--- src/rtl/bs_lfsr_pkg.sv ---
// Shared types, default tap table and combinational helpers for the
// bit-swapping LFSR test-pattern generator.
package bs_lfsr_pkg;

  // Run-control FSM states.
  typedef enum logic [1:0] {
    IDLE = 2'd0,
    RUN  = 2'd1,
    DONE = 2'd2
  } tpg_state_e;

  // Helpers work on a fixed maximum width; callers zero-extend and truncate.
  localparam int LFSR_MAX_W = 64;
  localparam int POP_W      = $clog2(LFSR_MAX_W + 1);

  // Galois feedback masks of primitive polynomials for common widths.
  localparam logic [31:0] TAPS_W4  = 32'h0000_000C;
  localparam logic [31:0] TAPS_W8  = 32'h0000_00B8;
  localparam logic [31:0] TAPS_W16 = 32'h0000_B400;
  localparam logic [31:0] TAPS_W32 = 32'h8020_0003;

  // Default mask for a width; unsupported widths return 0 and must be
  // overridden with an explicit TAPS parameter.
  function automatic logic [31:0] default_taps(input int width);
    logic [31:0] t;
    case (width)
      4:       t = TAPS_W4;
      8:       t = TAPS_W8;
      16:      t = TAPS_W16;
      32:      t = TAPS_W32;
      default: t = 32'h0;
    endcase
    return t;
  endfunction

  // One Galois step: shift right, fold the taps in when bit 0 falls out.
  function automatic logic [LFSR_MAX_W-1:0] lfsr_next(
    input logic [LFSR_MAX_W-1:0] s,
    input logic [LFSR_MAX_W-1:0] taps
  );
    return (s >> 1) ^ (s[0] ? taps : '0);
  endfunction

  // Output transform: when enabled and bit 0 is clear, exchange each pair
  // (2k+1, 2k+2) that fits inside the width. Bit 0 never moves.
  function automatic logic [LFSR_MAX_W-1:0] swap_pat(
    input logic [LFSR_MAX_W-1:0] s,
    input int                    width,
    input logic                  en
  );
    logic [LFSR_MAX_W-1:0] r;
    r = s;
    if (en && !s[0]) begin
      for (int k = 0; 2 * k + 2 < LFSR_MAX_W; k++) begin
        if (2 * k + 2 <= width - 1) begin
          r[2*k+1] = s[2*k+2];
          r[2*k+2] = s[2*k+1];
        end
      end
    end
    return r;
  endfunction

  // Number of set bits, used for toggle counting between patterns.
  function automatic logic [POP_W-1:0] popcount(input logic [LFSR_MAX_W-1:0] v);
    logic [POP_W-1:0] c;
    c = '0;
    for (int i = 0; i < LFSR_MAX_W; i++) begin
      c = c + POP_W'(v[i]);
    end
    return c;
  endfunction

endpackage

--- src/rtl/bs_lfsr_tpg_if.sv ---
// Controller and pattern-stream signals of the test-pattern generator.
// master is the generator side, slave is the BIST controller / consumer side.
interface bs_lfsr_tpg_if #(
  parameter int WIDTH = 8,
  parameter int CNT_W = 16,
  parameter int TC_W  = 24
);

  logic             seed_load;
  logic [WIDTH-1:0] seed_in;
  logic             swap_en;
  logic             start;
  logic [CNT_W-1:0] num_pat;
  logic             pat_ready;

  logic             pat_valid;
  logic [WIDTH-1:0] pat;
  logic             busy;
  logic             done;
  logic [TC_W-1:0]  trans_cnt;
  logic [WIDTH-1:0] lfsr_state;

  modport master (
    input  seed_load, seed_in, swap_en, start, num_pat, pat_ready,
    output pat_valid, pat, busy, done, trans_cnt, lfsr_state
  );

  modport slave (
    output seed_load, seed_in, swap_en, start, num_pat, pat_ready,
    input  pat_valid, pat, busy, done, trans_cnt, lfsr_state
  );

endinterface

--- src/rtl/bs_lfsr_core.sv ---
// LFSR state register with seed load and step control, plus the
// combinational step and output-swap logic seen by the top level.
module bs_lfsr_core
  import bs_lfsr_pkg::*;
#(
  parameter int               WIDTH = 8,
  parameter logic [WIDTH-1:0] TAPS  = WIDTH'(default_taps(WIDTH)),
  parameter logic [WIDTH-1:0] SEED  = WIDTH'(1)
) (
  input  logic             clk,
  input  logic             rst,
  input  logic             load,
  input  logic [WIDTH-1:0] seed_in,
  input  logic             advance,
  input  logic             swap_sel,
  output logic [WIDTH-1:0] state,
  output logic [WIDTH-1:0] cur_pat,
  output logic [WIDTH-1:0] next_pat
);

  logic [WIDTH-1:0] state_q;
  logic [WIDTH-1:0] load_val;
  logic [WIDTH-1:0] eff_state;
  logic [WIDTH-1:0] step_val;

  // An all-zero state would lock the LFSR, so a zero seed becomes 1.
  assign load_val  = (seed_in == '0) ? WIDTH'(1) : seed_in;

  // A seed loaded in the same cycle as start is what the first pattern uses.
  assign eff_state = load ? load_val : state_q;

  assign step_val  = WIDTH'(lfsr_next(LFSR_MAX_W'(state_q), LFSR_MAX_W'(TAPS)));
  assign cur_pat   = WIDTH'(swap_pat(LFSR_MAX_W'(eff_state), WIDTH, swap_sel));
  assign next_pat  = WIDTH'(swap_pat(LFSR_MAX_W'(step_val), WIDTH, swap_sel));
  assign state     = state_q;

  // State register: seed load has priority, otherwise step on an accepted pattern.
  always_ff @(posedge clk or posedge rst) begin
    if (rst) begin
      state_q <= SEED;
    end else if (load) begin
      state_q <= load_val;
    end else if (advance) begin
      state_q <= step_val;
    end
  end

endmodule

--- src/rtl/bs_lfsr_tpg.sv ---
// Bit-swapping LFSR test-pattern generator: run-control FSM, pattern
// register with valid/ready output, remaining-pattern counter and a
// saturating count of bit toggles between consecutive patterns.
module bs_lfsr_tpg
  import bs_lfsr_pkg::*;
#(
  parameter int               WIDTH = 8,
  parameter logic [WIDTH-1:0] TAPS  = WIDTH'(default_taps(WIDTH)),
  parameter logic [WIDTH-1:0] SEED  = WIDTH'(1),
  parameter int               CNT_W = 16,
  parameter int               TC_W  = 24
) (
  input  logic          clk,
  input  logic          rst,
  bs_lfsr_tpg_if.master bus
);

  localparam int SUM_W = ((TC_W > POP_W) ? TC_W : POP_W) + 1;
  localparam logic [SUM_W-1:0] TC_MAX_EXT = SUM_W'({TC_W{1'b1}});

  tpg_state_e       fsm_q;
  tpg_state_e       fsm_d;

  logic [WIDTH-1:0] pat_q;
  logic             pat_valid_q;
  logic [CNT_W-1:0] rem_q;
  logic             swap_r;
  logic [TC_W-1:0]  trans_cnt_q;

  logic             accept;
  logic             core_load;
  logic             core_adv;
  logic             swap_sel;
  logic             start_run;
  logic             start_empty;
  logic             adv_more;
  logic             adv_last;
  logic             busy;
  logic             done;

  logic [WIDTH-1:0] lfsr_state;
  logic [WIDTH-1:0] cur_pat;
  logic [WIDTH-1:0] next_pat;
  logic [POP_W-1:0] toggles;
  logic [SUM_W-1:0] tc_sum;
  logic [TC_W-1:0]  tc_next;

  assign accept    = pat_valid_q & bus.pat_ready;
  assign core_load = (fsm_q == IDLE) & bus.seed_load;
  assign core_adv  = adv_more | adv_last;

  // While idle the incoming swap_en shapes the first pattern; during a run
  // the value captured at start is used.
  assign swap_sel  = (fsm_q == IDLE) ? bus.swap_en : swap_r;

  bs_lfsr_core #(
    .WIDTH (WIDTH),
    .TAPS  (TAPS),
    .SEED  (SEED)
  ) u_core (
    .clk      (clk),
    .rst      (rst),
    .load     (core_load),
    .seed_in  (bus.seed_in),
    .advance  (core_adv),
    .swap_sel (swap_sel),
    .state    (lfsr_state),
    .cur_pat  (cur_pat),
    .next_pat (next_pat)
  );

  assign toggles = popcount(LFSR_MAX_W'(pat_q ^ next_pat));
  assign tc_sum  = SUM_W'(trans_cnt_q) + SUM_W'(toggles);
  assign tc_next = (tc_sum > TC_MAX_EXT) ? {TC_W{1'b1}} : tc_sum[TC_W-1:0];

  // FSM state register.
  always_ff @(posedge clk or posedge rst) begin
    if (rst) begin
      fsm_q <= IDLE;
    end else begin
      fsm_q <= fsm_d;
    end
  end

  // Next-state decode, datapath strobes and status outputs.
  always_comb begin
    fsm_d       = fsm_q;
    start_run   = 1'b0;
    start_empty = 1'b0;
    adv_more    = 1'b0;
    adv_last    = 1'b0;
    busy        = 1'b0;
    done        = 1'b0;
    case (fsm_q)
      IDLE: begin
        if (bus.start) begin
          if (bus.num_pat != '0) begin
            fsm_d     = RUN;
            start_run = 1'b1;
          end else begin
            fsm_d       = DONE;
            start_empty = 1'b1;
          end
        end
      end
      RUN: begin
        busy = 1'b1;
        if (accept) begin
          if (rem_q == CNT_W'(1)) begin
            fsm_d    = DONE;
            adv_last = 1'b1;
          end else begin
            adv_more = 1'b1;
          end
        end
      end
      DONE: begin
        done  = 1'b1;
        fsm_d = IDLE;
      end
      default: begin
        fsm_d = IDLE;
      end
    endcase
  end

  // Pattern register, remaining count, swap mode and toggle counter.
  always_ff @(posedge clk or posedge rst) begin
    if (rst) begin
      pat_q       <= '0;
      pat_valid_q <= 1'b0;
      rem_q       <= '0;
      swap_r      <= 1'b0;
      trans_cnt_q <= '0;
    end else if (start_run) begin
      rem_q       <= bus.num_pat;
      swap_r      <= bus.swap_en;
      trans_cnt_q <= '0;
      pat_q       <= cur_pat;
      pat_valid_q <= 1'b1;
    end else if (start_empty) begin
      trans_cnt_q <= '0;
    end else if (adv_last) begin
      rem_q       <= rem_q - CNT_W'(1);
      pat_valid_q <= 1'b0;
    end else if (adv_more) begin
      rem_q       <= rem_q - CNT_W'(1);
      pat_q       <= next_pat;
      trans_cnt_q <= tc_next;
    end
  end

  assign bus.pat_valid  = pat_valid_q;
  assign bus.pat        = pat_q;
  assign bus.busy       = busy;
  assign bus.done       = done;
  assign bus.trans_cnt  = trans_cnt_q;
  assign bus.lfsr_state = lfsr_state;

endmodule

--- src/flat_wrapper.sv ---
// flat-port wrapper written by rule: the top's interface ports become plain ports
module bs_lfsr_tpg_flat import bs_lfsr_pkg::*;
#(
  parameter int               WIDTH = 8,
  parameter logic [WIDTH-1:0] TAPS  = WIDTH'(default_taps(WIDTH)),
  parameter logic [WIDTH-1:0] SEED  = WIDTH'(1),
  parameter int               CNT_W = 16,
  parameter int               TC_W  = 24
)
  (clk, rst, bus_seed_load, bus_seed_in, bus_swap_en, bus_start, bus_num_pat, bus_pat_ready, bus_pat_valid, bus_pat, bus_busy, bus_done, bus_trans_cnt, bus_lfsr_state);
  bs_lfsr_tpg_if #(.WIDTH(WIDTH), .CNT_W(CNT_W), .TC_W(TC_W)) bus_i ();
  input  logic clk;
  input  logic rst;
  input wire logic [$bits(bus_i.seed_load)-1:0] bus_seed_load;
  input wire logic [$bits(bus_i.seed_in)-1:0] bus_seed_in;
  input wire logic [$bits(bus_i.swap_en)-1:0] bus_swap_en;
  input wire logic [$bits(bus_i.start)-1:0] bus_start;
  input wire logic [$bits(bus_i.num_pat)-1:0] bus_num_pat;
  input wire logic [$bits(bus_i.pat_ready)-1:0] bus_pat_ready;
  output wire logic [$bits(bus_i.pat_valid)-1:0] bus_pat_valid;
  output wire logic [$bits(bus_i.pat)-1:0] bus_pat;
  output wire logic [$bits(bus_i.busy)-1:0] bus_busy;
  output wire logic [$bits(bus_i.done)-1:0] bus_done;
  output wire logic [$bits(bus_i.trans_cnt)-1:0] bus_trans_cnt;
  output wire logic [$bits(bus_i.lfsr_state)-1:0] bus_lfsr_state;
  assign bus_i.seed_load = bus_seed_load;
  assign bus_i.seed_in = bus_seed_in;
  assign bus_i.swap_en = bus_swap_en;
  assign bus_i.start = bus_start;
  assign bus_i.num_pat = bus_num_pat;
  assign bus_i.pat_ready = bus_pat_ready;
  assign bus_pat_valid = bus_i.pat_valid;
  assign bus_pat = bus_i.pat;
  assign bus_busy = bus_i.busy;
  assign bus_done = bus_i.done;
  assign bus_trans_cnt = bus_i.trans_cnt;
  assign bus_lfsr_state = bus_i.lfsr_state;
  bs_lfsr_tpg #(.WIDTH(WIDTH), .TAPS(TAPS), .SEED(SEED), .CNT_W(CNT_W), .TC_W(TC_W)) u_core (.clk(clk), .rst(rst), .bus(bus_i));
endmodule
--- config.mk ---
export PLATFORM = sky130hd
export DESIGN_NAME = bs_lfsr_tpg_flat
export DESIGN_NICKNAME = d
export VERILOG_FILES = /design/src/rtl/bs_lfsr_pkg.sv /design/src/rtl/bs_lfsr_tpg_if.sv /design/src/rtl/bs_lfsr_core.sv /design/src/rtl/bs_lfsr_tpg.sv /design/src/flat_wrapper.sv
export SDC_FILE = /design/constraint.sdc
export NUM_CORES = 1
export LEC_CHECK = 0
export CELL_PAD_IN_SITES_DETAIL_PLACEMENT = 1
export CELL_PAD_IN_SITES_GLOBAL_PLACEMENT = 2
export CORE_MARGIN = 1
export CORE_UTILIZATION = 33
export CTS_CLUSTER_SIZE = 25
export DETAILED_ROUTE_END_ITERATION = 10
export PLACE_DENSITY = 0.93
export SLEW_MARGIN = 10
export SYNTH_ARGS = -nofsm -noshare
export SYNTH_HDL_FRONTEND = slang
export SYNTH_HIERARCHICAL = 1
export SYNTH_SLANG_ARGS = --single-unit
--- constraint.sdc ---
create_clock -name clk -period 7.6 [get_ports clk]
set_input_delay 1.14 -clock clk [delete_from_list [all_inputs] [get_ports clk]]
set_output_delay 1.14 -clock clk [all_outputs]
set_load 0.005 [all_outputs]
==> results of run 1 <==
-- worst max-delay path, delay by kind of cell --
family                     cells  cell delay, ns
AOI/OAI and AO/OA              2            0.19
xor gates and xnor gates       1            0.18
adders and majority gates      5            2.46
buffers and inverters          3            0.54
muxes                          2            0.70
and+or+nand+nor                4            1.12
-- flip-flops by register name (all words and copies together), names as in the netlist --
| register | count |
|---|---|
| u_core/bus.trans_cnt | 24 |
| u_core/rem_q | 16 |
| u_core/bus.pat | 8 |
| u_core/u_core/state | 8 |
| u_core/fsm_q | 2 |
| u_core/bus.pat_valid | 1 |
| u_core/swap_r | 1 |
-- layer usage --
| metal | wire [µm] | part of all wire | vias up | global-route usage |
|---|---|---|---|---|
| met1 | 5340 | 0.46 | 1785 | 0.273 |
| li1 | - | - | 1652 | - |
| met2 | 5690 | 0.49 | 91 | 0.346 |
| met5 | 0 | 0 | - | 0 |
| met4 | 218 | 0.019 | 0 | 0.0874 |
| met3 | 467 | 0.040 | 17 | 0.0312 |
-- logic make-up (layout without fill, tap and decap cells) --
| family | Yosys count | count (layout) |
|---|---|---|
| mux | 22 | 22 |
| simple gates | 155 | 155 |
| fa+ha+maj | 13 | 13 |
| xor+xnor | 19 | 19 |
| buf+inv | 33 | 104 |
| compound gates | 102 | 102 |
| flops | 60 | 60 |
-- power by group --
part / internal (mW) / switching (mW)
clock network: 0.251 / 0.149
registers: 0.434 / 0.152
logic: 0.766 / 0.855
-- worst min path at each step --
stage	startpoint	to	slack, ns	depth (start not counted)
final	u_core/fsm_q[1]	u_core/fsm_q[1]	0.49	1
after detailed placement	u_core/fsm_q[1]	u_core/fsm_q[1]	0.48	1
after global placement	u_core/swap_r	u_core/swap_r	0.47	2
after floorplan	u_core/swap_r	u_core/swap_r	0.44	2
after global routing	u_core/fsm_q[1]	u_core/fsm_q[1]	0.52	1
after CTS	u_core/fsm_q[1]	u_core/fsm_q[1]	0.49	1
-- Yosys cell counts, drive strengths merged, types with 2 or more instances --
cell type and number:
dfrtp 59, nand2 42, nor2 34, a21oi 21
o21ai 16, nor3 15, inv 14, nand3 13
mux2i 12, xor2 12, a31oi 11, clkbuf 11
nor4 9, buf 8, ha 8, nand4 8
xnor2 7, a211oi 6, mux4 6, o311ai 6
or4 6, fa 5, o21ba 5, o221a 5
o22ai 5, or3 5, a21o 4, and2 4
and3 4, mux2 4, nor2b 4, and4 3
nand2b 3, o211ai 3, a221o 2, a221oi 2
a311oi 2, a31o 2, o211a 2, o31a 2
-- cell type report --
type	instances	area (µm²)	area share
multi-input combinational	311	2220	0.446
tap	143	179	0.0360
clock buffer	10	229	0.0460
inverter	14	52.6	0.0106
clock inverter	6	55.1	0.0111
timing repair buffer	74	736	0.148
sequential	60	1500	0.302
==> flow_summary.ini, run 1 <==
[timing]
finalSetupViolCount = 0
period_share = 0.811
finClkSkew_ns = 0.00699
period_needed_ns = 6.16
setup_ws_ns = 1.44
max_freq_ghz = 0.162
finalHoldViolCount = 0
max-slew-margin-rel = 0.325
timing.final.max_slew_violations = 0
worstMarginPinSlew_ns = 1.01
holdWs_ns = 0.486
rsz0062_at_grt = no
fin_setup_tns_ns = 0

[placed_design]
portBuffers = 72
post_dp_cell_area_mm2 = 0.00469
dp_hpwl_mm = 8.52
dp.cells = 602
place.gp.congestion = 0.859
pre_cts_slack_ns = 1.17

[yosys]
synth_ff_type = dfrtp_1
ys_seq_area_frac = 0.388
syn_inst = 404
synth_compound_area_frac = 0.197
synth_area_leader_cell = dfrtp_1
async_flop_share = 1.00
synthSimpleGateAreaFrac = 0.200
synth_top_family_by_area = simple AND/OR/NAND/NOR gates
synth_mux_area_frac = 0.0805
synth_area_mm2 = 0.00387
synth_edf_count = 0
synth.top_cells.by_area = dfrtp_1 38%, nand2_1 4.1%, nor2_1 3.3%
synth-xor-area-share = 0.0430
avgSynthCellArea_um2 = 9.59
ys_types = 63
synth-seq-cells = 60
yosys.area_share.adder = 0.0517
synth_top_area_share = 0.381
synth_nets = 447
yosysWarnings = 6

[global_routing]
antenna_found_initial = 0
grt.total_usage = 0.209
overflow = 0
grt_first_pass_wirelength_mm = 19.0
grt_max_degree = 53
grt_pass1_vias = 3684

[cts]
cts_resized = 0
clk_path_buf_depth = 2
numCtsBuffers = 9
clk_latency_ns = 0.34
cts_tree = yes
clk_pin_slew_worst_paths_ns = 0.06
cts_num_sinks = 60
hold_buffers = 0
cts_setup_buffers = 0
cts_root_buffer = clkbuf_16
htreeDepth = 3

[floorplan]
core_area_mm2 = 0.0114
io_pins = 73
rows = 39
start_util = 0.339
die_h_um = 110
dieArea_mm2 = 0.0122
die_w_um = 110

[setup_path]
slowest_delay_ns = 0.56
arrival_ns = 6.36
crit_path_max_fanout = 13
timing.rr.end = u_core/bus.trans_cnt[16]
path_cells = clkdlybuf4s50_1, mux2_2, nand2b_1, mux2_2, xor2_1, fa_1, fa_1, inv_1, fa_1, inv_1, fa_1, fa_1, nand3_1, a21oi_1, nand3_1, and4_1, a211oi_2
r2r_slack_ns = 1.80
crit_path_start_kind = input pin
critPathCapture = u_core/bus.trans_cnt[16]
setup.worst_path.start = bus_swap_en
cp-end-kind = flop
slowest_stage = fa_1
reg2reg_depth = 17
cp_data_required_time_ns = 7.79
worstSetupPathType = in -> reg
reg2reg_from = u_core/fsm_q[0]
cpMostUsedCell = fa_1

[drt]
wl_mm = 11.7
routedWlPerCell_um = 19.0
vias_per_cell = 5.74
vias = 3545
drt-initial-drc-count = 118
ant_nets = 0
first_pass_iters = 4
drc = 0

[layout]
n_antenna_cell = 0
nNetsFinal = 513
final_design_area_no_fill_mm2 = 0.00497
area_growth_pct = 28.4
mostFrequentLayoutCell = clkdlybuf4s50_1
fillers = 1329
drive_gt1_frac = 0.0989
final_cell_mix = 72 x clkdlybuf4s50_1, 59 x dfrtp_1, 42 x nand2_1
final_cells = 618
fin_util = 0.435

[job]
maxCapViolations = 0

[outcome]
status = finished, final reports clean

[power]
total_leakage_power_nw = 1.96
p_per_area_mw_per_mm2 = 524
ir_drop_v = 0.000357
total_power_mw = 2.61

[min_path]
hold_path_class = reg -> reg
Power figures use the tool's default switching activity.
==> inputs of run 2 (changes only) <==
CORE_UTILIZATION = 29   (was 33)
PLACE_DENSITY = 0.88   (was 0.93)
clock period = 5.26 ns   (was 7.6 ns; I/O delays follow)
==> run 2 against run 1 <==
Count of clock-buffer cells in the layout increased by 2. Utilization decreased by 2.4 points. Clock skew decreased by 0.00091 ns. Sequential power increased by 45%. Power increased by 69%. Combinational power increased by 76%. Largest power group unchanged. Non-clock buffer count increased by 15. Final cell count increased by 7.1%. First-iteration DRC count increased by 23%. Die area increased by 14%. Clock power increased by 75%. Design area increased by 6.1%.
==> flow_summary.ini, run 2 (synthesis results as in run 1) <==
[outcome]
status = finished, final reports clean

[setup_path]
arrival_ns = 5.30
crit_buf_inv = 4
cpMostUsedCell = fa_1
slowest_stage = fa_1
timing.rr.end = u_core/bus.trans_cnt[0]
setup.worst_path.start = bus_swap_en
crit_path_start_kind = input pin
r2r_slack_ns = 0.38
crit_path_max_fanout = 5
worstSetupPathType = in -> reg
reg2reg_depth = 18
cp-end-kind = flop
slowest_delay_ns = 0.55
path_cells = clkdlybuf4s50_1, mux2_4, nand2b_4, mux2_4, xor2_1, fa_1, fa_1, inv_1, fa_1, inv_2, fa_2, fa_2, nand3_4, a21oi_2, a31o_4, buf_4, nor2_1, nor2_1
reg2reg_from = u_core/fsm_q[0]
cpLargestDelayFamily = adder cells
critical_path_cell_count = 18
cp_data_required_time_ns = 5.48
critPathCapture = u_core/bus.trans_cnt[0]

[cts]
clk_path_buf_depth = 2
cts_num_sinks = 60
clk_latency_ns = 0.33
numCtsBuffers = 9
cts_root_buffer = clkbuf_16
htreeDepth = 3
clk_pin_slew_worst_paths_ns = 0.05
cts_tree = yes
hold_buffers = 0

[global_routing]
busiest_layer = met2
grt_pass1_vias = 3830
overflow = 0
grtUsageMet3 = 0.0412
grt_first_pass_wirelength_mm = 20.0
grt.total_usage = 0.183
antenna_found_initial = 0
use_met2 = 0.311
grtUsageMet1 = 0.232
grt_max_degree = 53

[floorplan]
core_area_mm2 = 0.0128
dieArea_mm2 = 0.0138
start_util = 0.302
die_h_um = 118
die_w_um = 118
io_pins = 73
rows = 41

[layout]
final_cell_mix = 72 x clkdlybuf4s50_1, 59 x dfrtp_1, 42 x nand2_1
n_antenna_cell = 0
final_design_area_no_fill_mm2 = 0.00527
largest_reg_flops = 24
nNetsFinal = 528
fillers = 1465
drive_gt1_frac = 0.153
mostFrequentLayoutCell = clkdlybuf4s50_1
area_growth_pct = 36.2
final_cells = 662

[power]
total_leakage_power_nw = 2.09
ir_drop_v = 0.000453
p_per_area_mw_per_mm2 = 835

[drt]
first_pass_iters = 4
vias = 3601
wl_mm = 12.3
drc = 0
ant_nets = 0
vias_per_cell = 5.44
drt-initial-drc-count = 145
routedWlPerCell_um = 18.6

[timing]
period_needed_ns = 5.09
max_freq_ghz = 0.197
finalSetupViolCount = 0
worstMarginPinSlew_ns = 1.00
finClkSkew_ns = 0.00608
timing.final.max_slew_violations = 0
period_share = 0.967
rsz0062_at_grt = no
finalHoldViolCount = 0
max-slew-margin-rel = 0.332

[placed_design]
dp_hpwl_mm = 8.94
post_dp_cell_area_mm2 = 0.00482
portBuffers = 72
place.gp.congestion = 0.798
dp.cells = 644

[min_path]
hold_path_class = reg -> reg

[job]
maxCapViolations = 0
run 2: cell count changes in the layout (fill, tap and decap cells not counted), sizes merged:
cell | before | now
buf | 2 | 17
clkinv | 5 | 1
bufinv | 1 | 3
clkbuf | 10 | 12
run 2: how the worst min path moves through the flow:
stage / from / to / slack, ns / depth (start not counted)
final: u_core/swap_r / u_core/swap_r / 0.49 / 2
after floorplan: u_core/swap_r / u_core/swap_r / 0.44 / 2
after CTS: u_core/swap_r / u_core/swap_r / 0.49 / 2
after global placement: u_core/swap_r / u_core/swap_r / 0.47 / 2
after global routing: u_core/swap_r / u_core/swap_r / 0.50 / 2
after detailed placement: u_core/swap_r / u_core/swap_r / 0.48 / 2
run 2: cell type report:
class                      count  area (µm²)  share of cell area
tap                          172         215              0.0408
inverter                      14        52.6             0.00996
timing repair buffer          89         848               0.161
sequential                    60        1500               0.285
clock buffer                  12         256              0.0486
clock inverter                 4        95.1              0.0180
multi-input combinational    311        2300               0.437
run 2: layer usage:
| metal | wire length (µm) | vias up |
|---|---|---|
| met3 | 448 | 9 |
| met4 | 123 | 0 |
| li1 | - | 1685 |
| met2 | 6180 | 80 |
| met1 | 5560 | 1827 |
| met5 | 0 | - |
run 2: power by group:
group          switching [mW]  internal [mW]  total (mW)
clock                   0.213          0.488       0.701
combinational            1.41           1.45        2.85
sequential              0.223          0.627       0.851
run 2: timing repair:
action / 4_1_cts / 5_1_grt
resized for setup: 3 / 17
pin swaps: 0 / 4
setup buffers: 1 / 1
setup endpoints to repair: 9 / 23
run 2: worst reg2reg max path, delay by kind of cell, from the launching register on:
kind            cells  cell delay [ns]
buf+inv             3             0.24
fa+ha+maj           5             2.35
flops               1             0.40
mux                 2             0.66
simple gates        5             0.58
compound gates      2             0.36
xor+xnor            1             0.16
run 2: stage by stage:
step	utilization	hold WS, ns	worst slack, ns	total power, mW	TNS [ns]
detailed placement	0.376	0.477	-0.442	3.40	-8.22
CTS	0.405	0.492	0.0399	4.19	0
global route	0.411	0.504	0.0142	4.82	0
finish	0.411	0.489	0.173	4.41	0
floorplan	-	0.442	0.0272	2.50	0
global placement	0.376	0.475	-0.331	3.23	-6.22
